`config.mk`:
```
export PLATFORM = sky130hd
export DESIGN_NAME = stm_gain_reader
export DESIGN_NICKNAME = d
export VERILOG_FILES = /design/src/rtl/stm_gain_reader_pkg.sv /design/src/rtl/stm_gain_unpack.sv /design/src/rtl/stm_gain_reader.sv
export SDC_FILE = /design/constraint.sdc
export NUM_CORES = 1
export LEC_CHECK = 0
export ABC_CLOCK_PERIOD_IN_PS = 2150
export CORE_MARGIN = 2
export CORE_UTILIZATION = 45
export DETAILED_ROUTE_END_ITERATION = 6
export GPL_ROUTABILITY_DRIVEN = 0
export GPL_TIMING_DRIVEN = 1
export PLACE_DENSITY = 0.95
export SYNTH_ARGS = -nofsm -noshare
export SYNTH_HDL_FRONTEND = slang
export SYNTH_SLANG_ARGS = --single-unit
```
`constraint.sdc`:
```
create_clock -name CLK -period 2.15 [get_ports CLK]
set_input_delay 0.215 -clock CLK [delete_from_list [all_inputs] [get_ports CLK]]
set_output_delay 0.215 -clock CLK [all_outputs]
set_load 0.005 [all_outputs]
```
`src/rtl/stm_gain_reader_pkg.sv`:
```
// Shared types and constants for the STM gain pattern reader.
// Pattern geometry, FSM state encoding and the lane extraction helper.
package stm_gain_reader_pkg;

  localparam int GAIN_DEPTH  = 249;
  localparam int GAIN_LANE_W = 16;
  localparam int GAIN_LANES  = 4;

  localparam logic [1:0] STM_MODE_GAIN = 2'd1;

  typedef enum logic [1:0] {
    IDLE,
    ISSUE,
    DRAIN
  } stm_gain_reader_state_t;

  typedef struct packed {
    logic       valid;
    logic [7:0] addr;
  } gain_tag_t;

  function automatic logic [GAIN_LANE_W-1:0] gain_lane(
    input logic [63:0] word,
    input logic [1:0]  lane
  );
    logic [GAIN_LANE_W-1:0] r;
    r = '0;
    unique case (lane)
      2'd0: r = word[15:0];
      2'd1: r = word[31:16];
      2'd2: r = word[47:32];
      2'd3: r = word[63:48];
      default: r = '0;
    endcase
    return r;
  endfunction

endpackage

```
`src/rtl/stm_gain_unpack.sv`:
```
// Tag pipeline aligned to the 2-cycle memory latency, lane select
// and the registered intensity/phase output stage.
module stm_gain_unpack
  import stm_gain_reader_pkg::*;
#(
  parameter int DEPTH = GAIN_DEPTH
) (
  input  logic        CLK,
  input  logic        RST,
  input  logic        ISSUE_VALID,
  input  logic [7:0]  ISSUE_ADDR,
  input  logic [63:0] VALUE,
  output logic [7:0]  INTENSITY,
  output logic [7:0]  PHASE,
  output logic        DOUT_VALID,
  output logic [7:0]  DOUT_ADDR,
  output logic        DONE
);

  localparam logic [7:0] LAST = 8'(DEPTH - 1);

  gain_tag_t tag0;
  gain_tag_t tag1;
  logic [GAIN_LANE_W-1:0] lane_q;

  // tag1 lines up with VALUE for the address it carries
  always_comb begin
    lane_q = gain_lane(VALUE, tag1.addr[1:0]);
  end

  always_ff @(posedge CLK) begin
    if (RST) begin
      tag0       <= '0;
      tag1       <= '0;
      INTENSITY  <= '0;
      PHASE      <= '0;
      DOUT_VALID <= 1'b0;
      DOUT_ADDR  <= '0;
      DONE       <= 1'b0;
    end else begin
      tag0.valid <= ISSUE_VALID;
      tag0.addr  <= ISSUE_ADDR;
      tag1       <= tag0;
      DOUT_VALID <= tag1.valid;
      DONE       <= tag1.valid && (tag1.addr == LAST);
      if (tag1.valid) begin
        DOUT_ADDR <= tag1.addr;
        INTENSITY <= lane_q[15:8];
        PHASE     <= lane_q[7:0];
      end
    end
  end

endmodule

```
`src/rtl/stm_gain_reader.sv`:
```
// Sweeps all transducer addresses of one gain pattern and streams
// per-transducer intensity/phase from the 4-lane gain memory words.
module stm_gain_reader
  import stm_gain_reader_pkg::*;
#(
  parameter int DEPTH = GAIN_DEPTH
) (
  input  logic        CLK,
  input  logic        RST,
  input  logic        UPDATE,
  input  logic [9:0]  IDX_IN,
  input  logic        SEGMENT_IN,
  output logic [9:0]  GAIN_IDX,
  output logic [7:0]  GAIN_ADDR,
  output logic        SEGMENT,
  input  logic [63:0] VALUE,
  output logic [7:0]  INTENSITY,
  output logic [7:0]  PHASE,
  output logic        DOUT_VALID,
  output logic [7:0]  DOUT_ADDR,
  output logic        BUSY,
  output logic        DONE
);

  localparam logic [7:0] LAST = 8'(DEPTH - 1);

  stm_gain_reader_state_t state;
  stm_gain_reader_state_t state_nxt;

  logic start;
  logic issue_valid;

  always_comb begin
    state_nxt   = state;
    start       = 1'b0;
    issue_valid = 1'b0;
    unique case (state)
      IDLE: begin
        if (UPDATE) begin
          start     = 1'b1;
          state_nxt = ISSUE;
        end
      end
      ISSUE: begin
        issue_valid = 1'b1;
        if (GAIN_ADDR == LAST) state_nxt = DRAIN;
      end
      DRAIN: begin
        if (DONE) state_nxt = IDLE;
      end
      default: state_nxt = IDLE;
    endcase
  end

  always_ff @(posedge CLK) begin
    if (RST) begin
      state     <= IDLE;
      GAIN_IDX  <= '0;
      GAIN_ADDR <= '0;
      SEGMENT   <= 1'b0;
    end else begin
      state <= state_nxt;
      if (start) begin
        GAIN_IDX  <= IDX_IN;
        SEGMENT   <= SEGMENT_IN;
        GAIN_ADDR <= '0;
      end else if (issue_valid && GAIN_ADDR != LAST) begin
        GAIN_ADDR <= GAIN_ADDR + 8'd1;
      end
    end
  end

  assign BUSY = (state != IDLE);

  stm_gain_unpack #(
    .DEPTH(DEPTH)
  ) u_unpack (
    .CLK        (CLK),
    .RST        (RST),
    .ISSUE_VALID(issue_valid),
    .ISSUE_ADDR (GAIN_ADDR),
    .VALUE      (VALUE),
    .INTENSITY  (INTENSITY),
    .PHASE      (PHASE),
    .DOUT_VALID (DOUT_VALID),
    .DOUT_ADDR  (DOUT_ADDR),
    .DONE       (DONE)
  );

endmodule

```
### Word-level counts from Yosys, hierarchy flattened

Cells that the tools add are included.

* word-level logic and storage cells: 40
* bits of input ports: 78
* output and inout port bits: 46
* register bits after elaboration: 65

* $add $sub $neg: 1
* equality and inequality tests: 11
* multiplexer cells: 8
* reduce and logical (&&, ||, !) cells: 7

Operators with widths (number)
* $pmux 16 s4: 1
* $eq 8x8->1 const B: 2
* $add 8x1->8 const B: 1
* $ne 8x8->1 const B: 1
* $eq 2x2->1 const B: 3
* $mux 2: 3
* $pmux 2 s3: 1
* $eq 2x1->1 const B: 2
* $logic_not 2->1: 2
* $ne 2x2->1 const B: 2
* $mux 1: 3
* $reduce_and 3->1: 1
* $logic_and 1x1->1: 2
* $ne 2x1->1 const B: 1
* $reduce_bool 2->1: 1
* $reduce_or 2->1: 1

### Logic depth before layout (Yosys ltp)

Gate-level depths: netlist of run 1.

* depth after elaboration: 3
* gate-level depth with buffers: 5
* mapped depth without buffers: 5

### Modules after synthesis

A second synthesis of run 1 with hierarchy kept.

* cell total of the unflattened synthesis: 271
* area, all modules: 2865.2 um2

By module, submodules not included
* stm_gain_unpack: instances 1, area an instance 1894.3 um2, cells an instance 162, seq. area each 880.8 um2
* stm_gain_reader: instances 1, area an instance 970.9 um2, cells an instance 109, seq. area each 420.4 um2

### Worst setup path after synthesis of run 1

No wires, ideal clock.

* path kind: reg2reg
* start: register GAIN_ADDR[0]
* end: register GAIN_ADDR[0]
* period minus slack after synthesis: 1489 ps
* setup time: 121 ps
* data arrival time: 1368 ps
* stages on the path, launching flop included: 6
* buffers on the path: 0
* data required time: 2029 ps
* setup slack: 661 ps
* path through: dfxtp_1 -> inv_1 -> ha_1 -> and3b_1 -> a21oi_2 -> mux2_2

* cells in the longest elaborated chain, start to end: 2
* elaborated cells on any way between the ends: 3
* those cells by class: 1 x add/sub; 1 x eq/ne; 1 x reduce/logical

Ends and longest elaborated chain
* start: declaration: RTL line stm_gain_reader.sv:14 `output logic [7:0] GAIN_ADDR,`
* start signal: assignment: RTL line stm_gain_reader.sv:68 `GAIN_ADDR <= GAIN_ADDR + 8'd1;`
* parallel branches: the longest is 2 deep, another holds $add 8x1->8

Parallel ways; which one is timed is not known.
A chain may end at the register's enable or synchronous reset.

### Worst setup path after layout of run 1

* start: register state[0]
* end: output port BUSY

* cells in the longest elaborated chain, start to end: 1

Ends and longest elaborated chain
* start: declaration: RTL line stm_gain_reader.sv:27 `stm_gain_reader_state_t state;`
* start signal: assignment: RTL line stm_gain_reader.sv:62 `state <= state_nxt;`
* $reduce_bool 2->1: RTL line stm_gain_reader.sv:73 `assign BUSY = (state != IDLE);`
* end: declaration: RTL line stm_gain_reader.sv:21 `output logic BUSY,`

No other way between the ends.

==> load_flow_metrics.sql, run 1 <==
INSERT INTO impl_metrics (metric_group, metric, value, unit) VALUES
('pwr', 'power.density_cell_area', '680', 'mW/mm2'),
('grt', 'grt_antenna_before_repair', '0', ''),
('worst_setup_path', 'timing.critical_path.to', 'BUSY', ''),
('outcome', 'status', 'finished, final reports clean', ''),
('logic_synthesis', 'synth.ff_latch_count', '65', ''),
('layout', 'antenna_cells', '0', ''),
('grt', 'grt_overflow', '0', ''),
('logic_synthesis', 'synth-seq-area-share', '47.8', '%'),
('drt', 'firstDrtPassIters', '4', ''),
('clock_network', 'ctsHoldBuffers', '0', ''),
('layout', 'drive_gt1_share', '9.50', '%'),
('pwr', 'leakage_power_summed_over_all_cells', '1.51', 'nW'),
('clock_network', 'post_cts_buffers', '0', ''),
('logic_synthesis', 'syn_inst', '251', ''),
('floorplan', 'fp.dieH', '81.8', 'um'),
('layout', 'fin_nets', '454', ''),
('sta', 'final.min_clock_period', '1.66', 'ns'),
('layout', 'area_of_the_multi_input_gates', '0.00130', 'mm2'),
('layout', 'instances_no_fill', '454', ''),
('sta', 'final.setup_skew', '0.00795', 'ns'),
('clock_network', 'cts_tree', 'yes', ''),
('worst_setup_path', 'worst-endpoint-arrival', '1.44', 'ns'),
('clock_network', 'cts_num_sinks', '65', ''),
('placement', 'dpl_hpwl', '5110', 'um'),
('logic_synthesis', 'synth_cell_types', '35', ''),
('worst_setup_path', 'worst_r2r_endpoint', 'GAIN_ADDR[0]$_SDFFE_PP0P_', ''),
('sta', 'setup_tns', '0', 'ns'),
('floorplan', 'core_region_area', '0.00589', 'mm2'),
('sta', 'finalSetupViolations', '0', ''),
('sta', 'final_max_slew_violation_count', '0', ''),
('pwr', 'vdd_drop_max', '463', 'uV'),
('worst_setup_path', 'cp_max_fo', '6', ''),
('clock_network', 'cts_resized', '0', ''),
('floorplan', 'pin_count', '124', ''),
('sta', 'worstMarginPinSlew', '0.578', 'ns'),
('logic_synthesis', 'synth.avg_cell_area', '10.8', 'um2'),
('min_path', 'hold_path.class', 'in2reg', ''),
('clock_network', 'cts.reportedPaths.clkPinSlew', '0.06', 'ns'),
('drt', 'drc', '0', ''),
('floorplan', 'std_cell_rows', '28', ''),
('clock_network', 'cts_buffers', '9', ''),
('drt', 'ant_nets', '0', ''),
('sta', 'hold_violations', '0', ''),
('placement', 'io_buffers', '123', ''),
('layout', 'fillers', '439', ''),
('grt', 'global_route_wire_length_before_repair', '10300', 'um'),
('floorplan', 'die-width', '81.8', 'um'),
('layout', 'syn2layout_area_growth', '56.6', '%'),
('drt', 'via_per_inst', '5.08', ''),
('grt', 'grt_max_degree', '31', ''),
('worst_setup_path', 'worst_setup_path_start_kind', 'flip-flop', ''),
('drt', 'detailroute.via_count', '2308', ''),
('min_path', 'whs_path_depth', '2', ''),
('grt', 'vias_in_the_first_global_route', '2254', ''),
('worst_setup_path', 'worst_r2r_path_depth', '5', ''),
('grt', 'all_layer_global_routing_usage', '20.6', '%'),
('sta', 'timing.max_slew.rel_slack', '61.4', '%'),
('logic_synthesis', 'yosys_warnings', '0', ''),
('clock_network', 'clock_latency', '0.33', 'ns'),
('drt', 'first_iter_violations', '112', ''),
('clock_network', 'clockBufferDepth', '2', ''),
('worst_setup_path', 'path_class', 'reg2out', ''),
('worst_setup_path', 'reg2reg_from', 'GAIN_ADDR[0]$_SDFFE_PP0P_', ''),
('placement', 'dp.cells', '438', ''),
('drt', 'routed_wire_length_per_instance', '15.5', 'um'),
('worst_setup_path', 'timing.critical_path.from', 'state[0]$_SDFFE_PP0P_', ''),
('worst_setup_path', 'crit_required', '1.93', 'ns'),
('clock_network', 'root_buf_cell', 'sky130_fd_sc_hd__clkbuf_8', ''),
('sta', 'unrepaired_setup_endpoints_after_global_routing', 'no', ''),
('logic_synthesis', 'synthesis.area', '0.00272', 'mm2'),
('clock_network', 'ctsHtreeMaxLevel', '3', ''),
('sta', 'achievable-frequency', '604', 'MHz'),
('job', 'maxCapViolations', '0', ''),
('floorplan', 'initial_utilization', '46.2', '%'),
('worst_setup_path', 'r2r_setup_slack', '0.54', 'ns'),
('drt', 'wirelength', '7030', 'um'),
('logic_synthesis', 'synth_net_count', '331', ''),
('layout', 'register_area', '0.00130', 'mm2'),
('floorplan', 'die_area', '0.00669', 'mm2'),
('sta', 'final.period_utilization', '77.0', '%'),
('worst_setup_path', 'cp-end-kind', 'primary output', '');
==> sequential cells by signal, indices dropped and copies added, names as in the netlist <==
name	count
u_unpack.INTENSITY	8
GAIN_ADDR	8
SEGMENT	1
u_unpack.DOUT_ADDR	8
u_unpack.DOUT_VALID	1
state	2
u_unpack.PHASE	8
u_unpack.tag0	9
GAIN_IDX	10
u_unpack.tag1	9
u_unpack.DONE	1
==> per-stage QoR <==
step	hold slack (ns)	util [%]	power, W	setup slack, ns	instance area [um2]
after CTS	0.319	72.4	0.00292	0.473	4260
after global placement	0.417	67.9	0.00160	0.507	4000
after detailed placement	0.424	67.9	0.00161	0.465	4000
after global routing	0.344	72.4	0.00300	0.445	4260
final	0.324	72.4	0.00290	0.494	4260
after floorplan	0.298	-	0.00140	0.661	2720
==> worst max-delay path, stage by stage, from the launching register on <==
cell and delay (ns):
sky130_fd_sc_hd__dfxtp_1 0.36, sky130_fd_sc_hd__or2_2 0.31, sky130_fd_sc_hd__clkdlybuf4s50_1 0.44
==> Yosys cell counts (all sizes together) <==
| cell | n | area, um2 |
|---|---|---|
| a2111o | 1 | 11.3 |
| a21oi | 18 | 93.8 |
| and3b | 1 | 8.76 |
| and4 | 1 | 8.76 |
| buf | 10 | 75.1 |
| clkbuf | 7 | 26.3 |
| dfxtp | 65 | 1300 |
| ha | 2 | 25.0 |
| inv | 4 | 15.0 |
| mux2 | 1 | 11.3 |
| mux2i | 26 | 260 |
| mux4 | 16 | 390 |
| nand2 | 26 | 97.6 |
| nand2b | 1 | 6.26 |
| nand3 | 5 | 25.0 |
| nand4 | 2 | 12.5 |
| nand4b | 2 | 17.5 |
| nor2 | 29 | 109 |
| nor2b | 16 | 100 |
| nor3 | 3 | 15.0 |
| nor3b | 1 | 12.5 |
| o21a | 1 | 7.51 |
| o21ai | 2 | 10.0 |
| o31ai | 3 | 22.5 |
| or2 | 1 | 6.26 |
| or3 | 2 | 12.5 |
| or3b | 2 | 17.5 |
| or4 | 3 | 22.5 |
==> report_power, final <==
| part | leakage [nW] | total (W) | internal (W) | switching, W |
|---|---|---|---|---|
| clock network | 0.129 | 0.00131 | 0.000866 | 0.000448 |
| registers | 0.527 | 0.00125 | 0.00123 | 0.0000194 |
| logic | 0.857 | 0.000332 | 0.000225 | 0.000107 |
| total | 1.51 | 0.00290 | 0.00232 | 0.000574 |
==> placed cells by master (no fill, tap or decap) <==
cell,count
sky130_fd_sc_hd__nor3b_2,1
sky130_fd_sc_hd__mux4_2,8
sky130_fd_sc_hd__nor3_1,3
sky130_fd_sc_hd__nor2b_1,16
sky130_fd_sc_hd__or4_1,3
sky130_fd_sc_hd__nand4b_1,2
sky130_fd_sc_hd__clkdlybuf4s50_1,122
sky130_fd_sc_hd__or3_1,2
sky130_fd_sc_hd__a2111o_1,1
sky130_fd_sc_hd__o21ai_0,2
sky130_fd_sc_hd__inv_1,4
sky130_fd_sc_hd__nor2_1,29
sky130_fd_sc_hd__dfxtp_1,65
sky130_fd_sc_hd__or2_2,1
sky130_fd_sc_hd__or3b_2,1
sky130_fd_sc_hd__mux4_1,8
sky130_fd_sc_hd__clkinvlp_4,1
sky130_fd_sc_hd__a21oi_2,1
sky130_fd_sc_hd__bufinv_16,3
sky130_fd_sc_hd__and3b_1,1
sky130_fd_sc_hd__clkbuf_8,12
sky130_fd_sc_hd__ha_1,2
sky130_fd_sc_hd__mux2i_1,26
sky130_fd_sc_hd__or3b_1,1
sky130_fd_sc_hd__nand2b_1,1
sky130_fd_sc_hd__buf_12,1
sky130_fd_sc_hd__and4_1,1
sky130_fd_sc_hd__buf_4,5
sky130_fd_sc_hd__a21oi_1,17
sky130_fd_sc_hd__mux2_2,1
sky130_fd_sc_hd__buf_2,1
sky130_fd_sc_hd__o31ai_1,3
sky130_fd_sc_hd__nand4_1,2
sky130_fd_sc_hd__nand2_1,26
sky130_fd_sc_hd__nand3_1,5
sky130_fd_sc_hd__o21a_1,1
==> per-layer routing <==
| layer | wire (um) | up-vias | track usage [%] |
|---|---|---|---|
| li1 | - | 1136 | - |
| met1 | 2680 | 1086 | 21.8 |
| met2 | 3700 | 77 | 37.9 |
| met3 | 555 | 9 | 5.93 |
| met4 | 91 | 0 | 9.00 |
| met5 | 0 | - | 0 |
==> final cells by class <==
| class | instances | share of cell area [%] |
|---|---|---|
| Clock inverter | 4 | 2.29 |
| Timing Repair Buffer | 129 | 30.1 |
| Sequential cell | 65 | 30.5 |
| Clock buffer | 12 | 3.88 |
| Inverter | 4 | 0.352 |
| Multi-Input combinational cell | 165 | 30.6 |
| Tap cell | 75 | 2.20 |
==> how the worst min path moves through the flow <==
stage	from	end	slack, ns
final	RST	u_unpack.tag0[0]$_SDFF_PP0_	0.32
after global routing	RST	u_unpack.DOUT_ADDR[3]$_SDFFE_PP0P_	0.34
after CTS	RST	u_unpack.DOUT_ADDR[2]$_SDFFE_PP0P_	0.32
after detailed placement	u_unpack.tag0[0]$_SDFF_PP0_	u_unpack.tag1[0]$_SDFF_PP0_	0.42
after global placement	u_unpack.tag0[8]$_SDFF_PP0_	u_unpack.tag1[8]$_SDFF_PP0_	0.42
after floorplan	RST	u_unpack.DOUT_VALID$_SDFF_PP0_	0.30
==> cell families (layout without fill, tap and decap cells) <==
group / after synthesis / after routing / synth area share (%)
simple gates: 95 / 95 / 17.3
flops: 65 / 65 / 47.8
mux: 43 / 43 / 24.3
compound gates: 25 / 25 / 5.33
buf+inv: 21 / 149 / 4.28
fa+ha+maj: 2 / 2 / 0.919
Power figures use the tool's default switching activity.
==> inputs of run 2 (changes only) <==
- ABC_CLOCK_PERIOD_IN_PS: 2150 -> 1550
- CORE_UTILIZATION: 45 -> 41
- PLACE_DENSITY: 0.95 -> 0.91
- clock period: 2.15 -> 1.55 ns (I/O delays scaled with it)
==> run 2 against run 1 <==
Register-to-register slack worse by 0.47 ns. Worst hold slack worse by 0.043 ns. Setup slack lost 0.45 ns. Core utilization fell by 5.0 points. Clock skew fell by 0.00051 ns. Design area rose by 1.0%. Combinational power up 45%. Sequential power rose by 38%. Global-route usage fell by 2.2 points. Largest cell class is now non-clock buffers. Largest power group is now registers. Highest routed layer unchanged.
==> load_flow_metrics.sql, run 2 (synthesized netlist as in run 1, its figures left out) <==
INSERT INTO impl_metrics (metric_group, metric, value, unit) VALUES
('drt', 'ant_nets', '0', ''),
('clock_network', 'cts_num_sinks', '65', ''),
('job', 'maxCapViolations', '0', ''),
('layout', 'layout_commonest_cell', 'sky130_fd_sc_hd__clkdlybuf4s50_1', ''),
('sta', 'setup_tns', '0', 'ns'),
('clock_network', 'cts.reportedPaths.clkPinSlew', '0.07', 'ns'),
('pwr', 'internal_power', '0.00310', 'W'),
('worst_setup_path', 'r2r_setup_slack', '0.07', 'ns'),
('worst_setup_path', 'path_class', 'reg2out', ''),
('placement', 'dp.cells', '447', ''),
('worst_setup_path', 'worst_r2r_path_depth', '4', ''),
('clock_network', 'cts_buffers', '9', ''),
('sta', 'final.min_clock_period', '1.50', 'ns'),
('floorplan', 'pin_count', '124', ''),
('outcome', 'status', 'finished, final reports clean', ''),
('sta', 'final_max_slew_violation_count', '0', ''),
('sta', 'finalSetupViolations', '0', ''),
('clock_network', 'ctsHtreeMaxLevel', '3', ''),
('pwr', 'clock_power_share', '43.3', '%'),
('floorplan', 'fp.dieH', '85.5', 'um'),
('floorplan', 'initial_utilization', '42.6', '%'),
('grt', 'global_route_wire_length_before_repair', '10600', 'um'),
('sta', 'unrepaired_setup_endpoints_after_global_routing', 'no', ''),
('layout', 'top_regs', 'GAIN_IDX: 10 flops, u_unpack.tag0: 9 flops, u_unpack.tag1: 9 flops', ''),
('pwr', 'power.density_cell_area', '907', 'mW/mm2'),
('clock_network', 'cts_tree', 'yes', ''),
('layout', 'layout.cells.most_common_list', 'sky130_fd_sc_hd__clkdlybuf4s50_1 (121), sky130_fd_sc_hd__dfxtp_1 (62), sky130_fd_sc_hd__nor2_1 (29)', ''),
('layout', 'antenna_cells', '0', ''),
('layout', 'max_ffs_per_register', '10', ''),
('layout', 'instances_no_fill', '463', ''),
('layout', 'top_register', 'GAIN_IDX', ''),
('worst_setup_path', 'cp-end-kind', 'primary output', ''),
('drt', 'firstDrtPassIters', '4', ''),
('floorplan', 'std_cell_rows', '29', ''),
('drt', 'via_per_inst', '5.08', ''),
('floorplan', 'core_region_area', '0.00639', 'mm2'),
('pwr', 'leakage_power_summed_over_all_cells', '1.54', 'nW'),
('pwr', 'pwr-share-comb', '12.3', '%'),
('pwr', 'seqPwrFrac', '44.4', '%'),
('floorplan', 'die_area', '0.00731', 'mm2'),
('clock_network', 'ctsHoldBuffers', '0', ''),
('worst_setup_path', 'path_depth', '1', ''),
('sta', 'achievable-frequency', '665', 'MHz'),
('placement', 'io_buffers', '123', ''),
('sta', 'final.period_utilization', '97.0', '%'),
('worst_setup_path', 'worst_r2r_endpoint', 'u_unpack.INTENSITY[2]$_SDFFE_PP0P_', ''),
('pwr', 'vdd_drop_max', '669', 'uV'),
('worst_setup_path', 'peak_per_stage_delay_on_the_critical_path', '0.57', 'ns'),
('grt', 'grt_overflow', '0', ''),
('layout', 'fin_nets', '461', ''),
('worst_setup_path', 'crit_required', '1.39', 'ns'),
('pwr', 'switching_power', '0.000800', 'W'),
('worst_setup_path', 'reg2reg_from', 'u_unpack.tag1[0]$_SDFF_PP0_', ''),
('sta', 'worstMarginPinSlew', '0.511', 'ns'),
('worst_setup_path', 'cp_max_fo', '8', ''),
('grt', 'grt_max_degree', '29', ''),
('sta', 'final.setup_skew', '0.00745', 'ns'),
('clock_network', 'clockBufferDepth', '2', ''),
('min_path', 'hold_path.class', 'in2reg', ''),
('clock_network', 'post_cts_buffers', '0', ''),
('layout', 'fillers', '509', ''),
('drt', 'routed_wire_length_per_instance', '15.0', 'um'),
('worst_setup_path', 'timing.critical_path.to', 'GAIN_ADDR[2]', ''),
('floorplan', 'die-width', '85.5', 'um'),
('layout', 'syn2layout_area_growth', '58.1', '%'),
('layout', 'drive_gt1_share', '11.4', '%'),
('worst_setup_path', 'cell_class_contributing_the_biggest_share_of_worst_path_delay', 'buffers and inverters', ''),
('worst_setup_path', 'worst_setup_path_start_kind', 'flip-flop', ''),
('sta', 'hold_violations', '0', ''),
('worst_setup_path', 'sequence_of_cells_on_the_critical_path', 'clkdlybuf4s50_1', ''),
('worst_setup_path', 'critical-path-slowest-cell', 'sky130_fd_sc_hd__clkdlybuf4s50_1', ''),
('grt', 'all_layer_global_routing_usage', '18.5', '%'),
('drt', 'drc', '0', ''),
('worst_setup_path', 'timing.critical_path.from', 'GAIN_ADDR[2]$_SDFFE_PP0P_', ''),
('sta', 'timing.max_slew.rel_slack', '65.9', '%'),
('grt', 'grt_antenna_before_repair', '0', ''),
('drt', 'first_iter_violations', '46', ''),
('worst_setup_path', 'worst_path_buffer_plus_inverter_count', '1', ''),
('clock_network', 'root_buf_cell', 'sky130_fd_sc_hd__clkbuf_8', ''),
('placement', 'dpl_hpwl', '5240', 'um'),
('pwr', 'power.share.switching', '20.5', '%'),
('drt', 'wirelength', '6930', 'um'),
('drt', 'detailroute.via_count', '2350', ''),
('worst_setup_path', 'worst-endpoint-arrival', '1.35', 'ns'),
('grt', 'vias_in_the_first_global_route', '2358', ''),
('clock_network', 'clock_latency', '0.33', 'ns');
==> run 2: cell count changes in the layout (fill, tap and decap cells not counted) <==
| cell | before | now |
|---|---|---|
| sky130_fd_sc_hd__buf_4 | 5 | 11 |
| sky130_fd_sc_hd__clkbuf_8 | 12 | 9 |
| sky130_fd_sc_hd__dfxtp_1 | 65 | 62 |
| sky130_fd_sc_hd__dfxtp_2 | 0 | 3 |
| sky130_fd_sc_hd__clkbuf_1 | 0 | 2 |
| sky130_fd_sc_hd__buf_12 | 1 | 2 |
| sky130_fd_sc_hd__clkdlybuf4s50_1 | 122 | 121 |
| sky130_fd_sc_hd__clkinv_2 | 0 | 1 |
| sky130_fd_sc_hd__clkinv_4 | 0 | 1 |
| sky130_fd_sc_hd__clkinvlp_4 | 1 | 0 |
| sky130_fd_sc_hd__dlygate4sd2_1 | 0 | 1 |
==> run 2: power groups by stage <==
stage                     Clock (W)  Sequential [W]  Combinational, W
after floorplan                   0         0.00177          0.000172
after CTS                   0.00173         0.00173          0.000485
after detailed placement          0         0.00177          0.000484
after global placement            0         0.00177          0.000469
final                       0.00169         0.00173          0.000482
after global routing        0.00180         0.00174          0.000514
==> run 2: metrics by stage <==
| step | util (%) | instance area [um2] | worst slack, ns | hold WS (ns) | total power (W) |
|---|---|---|---|---|---|
| finish | 67.4 | 4300 | 0.0471 | 0.281 | 0.00390 |
| CTS | 67.4 | 4300 | 0.0319 | 0.264 | 0.00395 |
| global route | 67.4 | 4300 | 0.000203 | 0.289 | 0.00405 |
| detailed placement | 63.7 | 4070 | 0.0229 | 0.426 | 0.00225 |
| global placement | 63.7 | 4070 | 0.0673 | 0.419 | 0.00224 |
| floorplan | - | 2720 | 0.0613 | 0.238 | 0.00194 |
==> run 2: cell type report <==
cell class,count,area [um2],area share [%]
repair buffers,136,1350,31.3
flip-flops and latches,65,1310,30.3
multi-input cells,165,1300,30.3
clock buffers,11,131,3.05
clock inverters,5,104,2.41
well taps,77,96.3,2.24
inverters,4,15.0,0.349
==> run 2: metal layers <==
| layer | track usage, % | up-vias | part of all wire, % |
|---|---|---|---|
| li1 | - | 1149 | - |
| met1 | 19.5 | 1091 | 38 |
| met2 | 33.7 | 99 | 52 |
| met3 | 5.54 | 11 | 8.1 |
| met4 | 7.94 | 0 | 1.8 |
| met5 | 0 | - | 0 |
==> run 2: worst min path at each step <==
stage | start | to | depth (start not counted)
finish | RST | u_unpack.tag0[8]$_SDFF_PP0_ | 2
global route | RST | u_unpack.tag0[7]$_SDFF_PP0_ | 2
CTS | RST | u_unpack.tag0[8]$_SDFF_PP0_ | 2
detailed placement | u_unpack.tag0[6]$_SDFF_PP0_ | u_unpack.tag1[6]$_SDFF_PP0_ | 1
global placement | u_unpack.tag0[1]$_SDFF_PP0_ | u_unpack.tag1[1]$_SDFF_PP0_ | 1
floorplan | RST | u_unpack.DOUT_VALID$_SDFF_PP0_ | 1
==> run 2: repair_timing <==
action,4_1_cts,5_1_grt
endpoints found under the setup margin,2,1
resized for setup,3,1
gates cloned,0,0
pin swaps,0,0
==> inputs of run 3 (changes only) <==
- SETUP_SLACK_MARGIN: unset -> 0.05
==> run 3 against run 2 <==
Final cell count increased by 0.22%. Worst hold slack got worse by 0.0058 ns. Critical endpoint is now u_unpack.INTENSITY[2]$_SDFFE_PP0P_. Setup slack improved by 0.042 ns. Global-route usage unchanged. Largest cell class unchanged. Critical path type is now reg2reg. Highest routed layer unchanged.
==> load_flow_metrics.sql, run 3 (synthesized netlist as in run 1, its figures left out) <==
INSERT INTO impl_metrics (metric_group, metric, value, unit) VALUES
('layout', 'top_regs', 'GAIN_IDX: 10 flops, u_unpack.tag0: 9 flops, u_unpack.tag1: 9 flops', ''),
('worst_setup_path', 'crit_required', '1.77', 'ns'),
('sta', 'final_max_slew_violation_count', '0', ''),
('grt', 'grt_antenna_before_repair', '0', ''),
('worst_setup_path', 'peak_per_stage_delay_on_the_critical_path', '0.58', 'ns'),
('grt', 'grt_overflow', '0', ''),
('layout', 'fillers', '504', ''),
('clock_network', 'clock_latency', '0.33', 'ns'),
('worst_setup_path', 'cell_class_contributing_the_biggest_share_of_worst_path_delay', 'multiplexers', ''),
('drt', 'ant_nets', '0', ''),
('drt', 'routed_wire_length_per_instance', '15.2', 'um'),
('grt', 'global_route_wire_length_before_repair', '10600', 'um'),
('worst_setup_path', 'sequence_of_cells_on_the_critical_path', 'buf_12, mux4_1, mux2i_1, nor2_1', ''),
('layout', 'layout_commonest_cell', 'sky130_fd_sc_hd__clkdlybuf4s50_1', ''),
('worst_setup_path', 'worst-endpoint-arrival', '1.68', 'ns'),
('worst_setup_path', 'timing.critical_path.from', 'u_unpack.tag1[0]$_SDFF_PP0_', ''),
('worst_setup_path', 'reg2reg_from', 'u_unpack.tag1[0]$_SDFF_PP0_', ''),
('drt', 'first_iter_violations', '51', ''),
('sta', 'unrepaired_setup_endpoints_after_global_routing', 'no', ''),
('clock_network', 'cts.reportedPaths.clkPinSlew', '0.06', 'ns'),
('placement', 'dpl_hpwl', '5240', 'um'),
('floorplan', 'initial_utilization', '42.6', '%'),
('min_path', 'hold_path.class', 'in2reg', ''),
('layout', 'top_register', 'GAIN_IDX', ''),
('sta', 'final.period_utilization', '94.3', '%'),
('sta', 'timing.max_slew.rel_slack', '66.8', '%'),
('clock_network', 'cts_buffers', '9', ''),
('floorplan', 'pin_count', '124', ''),
('worst_setup_path', 'worst_path_buffer_plus_inverter_count', '1', ''),
('worst_setup_path', 'cp_max_fo', '9', ''),
('layout', 'instances_no_fill', '464', ''),
('layout', 'antenna_cells', '0', ''),
('layout', 'final_core_utilization', '67.9', '%'),
('layout', 'fin_nets', '462', ''),
('layout', 'design_area', '0.00433', 'mm2'),
('clock_network', 'ctsHoldBuffers', '0', ''),
('clock_network', 'cts_num_sinks', '65', ''),
('pwr', 'power.total', '0.00391', 'W'),
('clock_network', 'post_cts_buffers', '0', ''),
('layout', 'drive_gt1_share', '12.7', '%'),
('clock_network', 'cts_tree', 'yes', ''),
('min_path', 'hold-path-endpoint', 'u_unpack.tag0[8]$_SDFF_PP0_', ''),
('clock_network', 'root_buf_cell', 'sky130_fd_sc_hd__clkbuf_8', ''),
('drt', 'drc', '0', ''),
('sta', 'final.setup_skew', '0.00776', 'ns'),
('min_path', 'whs_path_depth', '2', ''),
('floorplan', 'std_cell_rows', '29', ''),
('floorplan', 'die_area', '0.00731', 'mm2'),
('min_path', 'hold_path.startpoint', 'RST', ''),
('worst_setup_path', 'critical-path-slowest-cell', 'sky130_fd_sc_hd__mux4_1', ''),
('drt', 'wirelength', '7060', 'um'),
('worst_setup_path', 'cp-end-kind', 'flip-flop', ''),
('grt', 'vias_in_the_first_global_route', '2358', ''),
('clock_network', 'ctsHtreeMaxLevel', '3', ''),
('outcome', 'status', 'finished, final reports clean', ''),
('sta', 'hold_violations', '0', ''),
('sta', 'final.min_clock_period', '1.46', 'ns'),
('layout', 'layout.cells.most_common_list', 'sky130_fd_sc_hd__clkdlybuf4s50_1 (121), sky130_fd_sc_hd__dfxtp_1 (59), sky130_fd_sc_hd__nor2_1 (29)', ''),
('clock_network', 'clockBufferDepth', '2', ''),
('grt', 'all_layer_global_routing_usage', '18.5', '%'),
('floorplan', 'die-width', '85.5', 'um'),
('drt', 'via_per_inst', '5.06', ''),
('sta', 'finalSetupViolations', '0', ''),
('job', 'maxCapViolations', '0', ''),
('sta', 'setup_tns', '0', 'ns'),
('pwr', 'power.density_cell_area', '902', 'mW/mm2'),
('drt', 'detailroute.via_count', '2349', ''),
('pwr', 'vdd_drop_max', '669', 'uV'),
('layout', 'syn2layout_area_growth', '59.3', '%'),
('worst_setup_path', 'worst_r2r_endpoint', 'u_unpack.INTENSITY[2]$_SDFFE_PP0P_', ''),
('worst_setup_path', 'path_class', 'reg2reg', ''),
('worst_setup_path', 'r2r_setup_slack', '0.09', 'ns'),
('placement', 'io_buffers', '123', ''),
('drt', 'firstDrtPassIters', '4', ''),
('grt', 'grt_max_degree', '29', ''),
('layout', 'max_ffs_per_register', '10', ''),
('pwr', 'leakage_power_summed_over_all_cells', '1.56', 'nW'),
('floorplan', 'fp.dieH', '85.5', 'um'),
('worst_setup_path', 'worst_setup_path_start_kind', 'flip-flop', ''),
('placement', 'placement.cell_area', '0.00407', 'mm2'),
('sta', 'achievable-frequency', '684', 'MHz'),
('placement', 'dp.cells', '447', ''),
('worst_setup_path', 'worst_r2r_path_depth', '4', ''),
('floorplan', 'core_region_area', '0.00639', 'mm2'),
('sta', 'worstMarginPinSlew', '0.498', 'ns');
[run 3: area by class of cell]
class | instances | area (um2) | share of cell area [%]
multi-input combinational | 165 | 1310 | 30.1
inverter | 4 | 15.0 | 0.346
clock inverter | 5 | 104 | 2.40
tap | 77 | 96.3 | 2.22
timing repair buffer | 137 | 1370 | 31.7
clock buffer | 11 | 131 | 3.03
sequential | 65 | 1310 | 30.2
[run 3: through the flow]
stage | setup WS, ns | hold slack, ns
2_1_floorplan | 0.0613 | 0.238
3_3_place_gp | 0.0673 | 0.419
3_5_place_dp | 0.0229 | 0.426
4_1_cts | 0.0617 | 0.264
5_1_grt | 0.0559 | 0.289
6_report | 0.0886 | 0.275
[run 3: power by group]
part | switching [W] | internal, W | total, W
combinational | 0.000158 | 0.000327 | 0.000486
sequential | 0.0000232 | 0.00171 | 0.00173
clock | 0.000621 | 0.00107 | 0.00169
total | 0.000802 | 0.00311 | 0.00391
[run 3: worst max path at each step]
stage          cells past startpoint                                 end  slack, ns
3_3_place_gp                       5            GAIN_IDX[9]$_SDFFE_PP0P_       0.07
3_5_place_dp                       5                SEGMENT$_SDFFE_PP0P_       0.02
5_1_grt                            1                        GAIN_ADDR[5]       0.06
2_1_floorplan                      5           GAIN_ADDR[0]$_SDFFE_PP0P_       0.06
6_report                           4  u_unpack.INTENSITY[2]$_SDFFE_PP0P_       0.09
4_1_cts                            4  u_unpack.INTENSITY[2]$_SDFFE_PP0P_       0.06
[run 3: timing repair]
| action | 4_1_cts | 5_1_grt |
|---|---|---|
| gates resized for setup | 5 | 3 |
| pin swaps | 0 | 1 |
| gates cloned | 0 | 1 |
| setup endpoints to repair | 4 | 8 |
[run 3: routing by layer]
layer / GRT usage [%] / routed length [um] / up-vias
li1: - / - / 1149
met1: 19.5 / 2750 / 1094
met2: 33.7 / 3640 / 96
met3: 5.54 / 549 / 10
met4: 7.94 / 127 / 0
met5: 0 / 0 / -
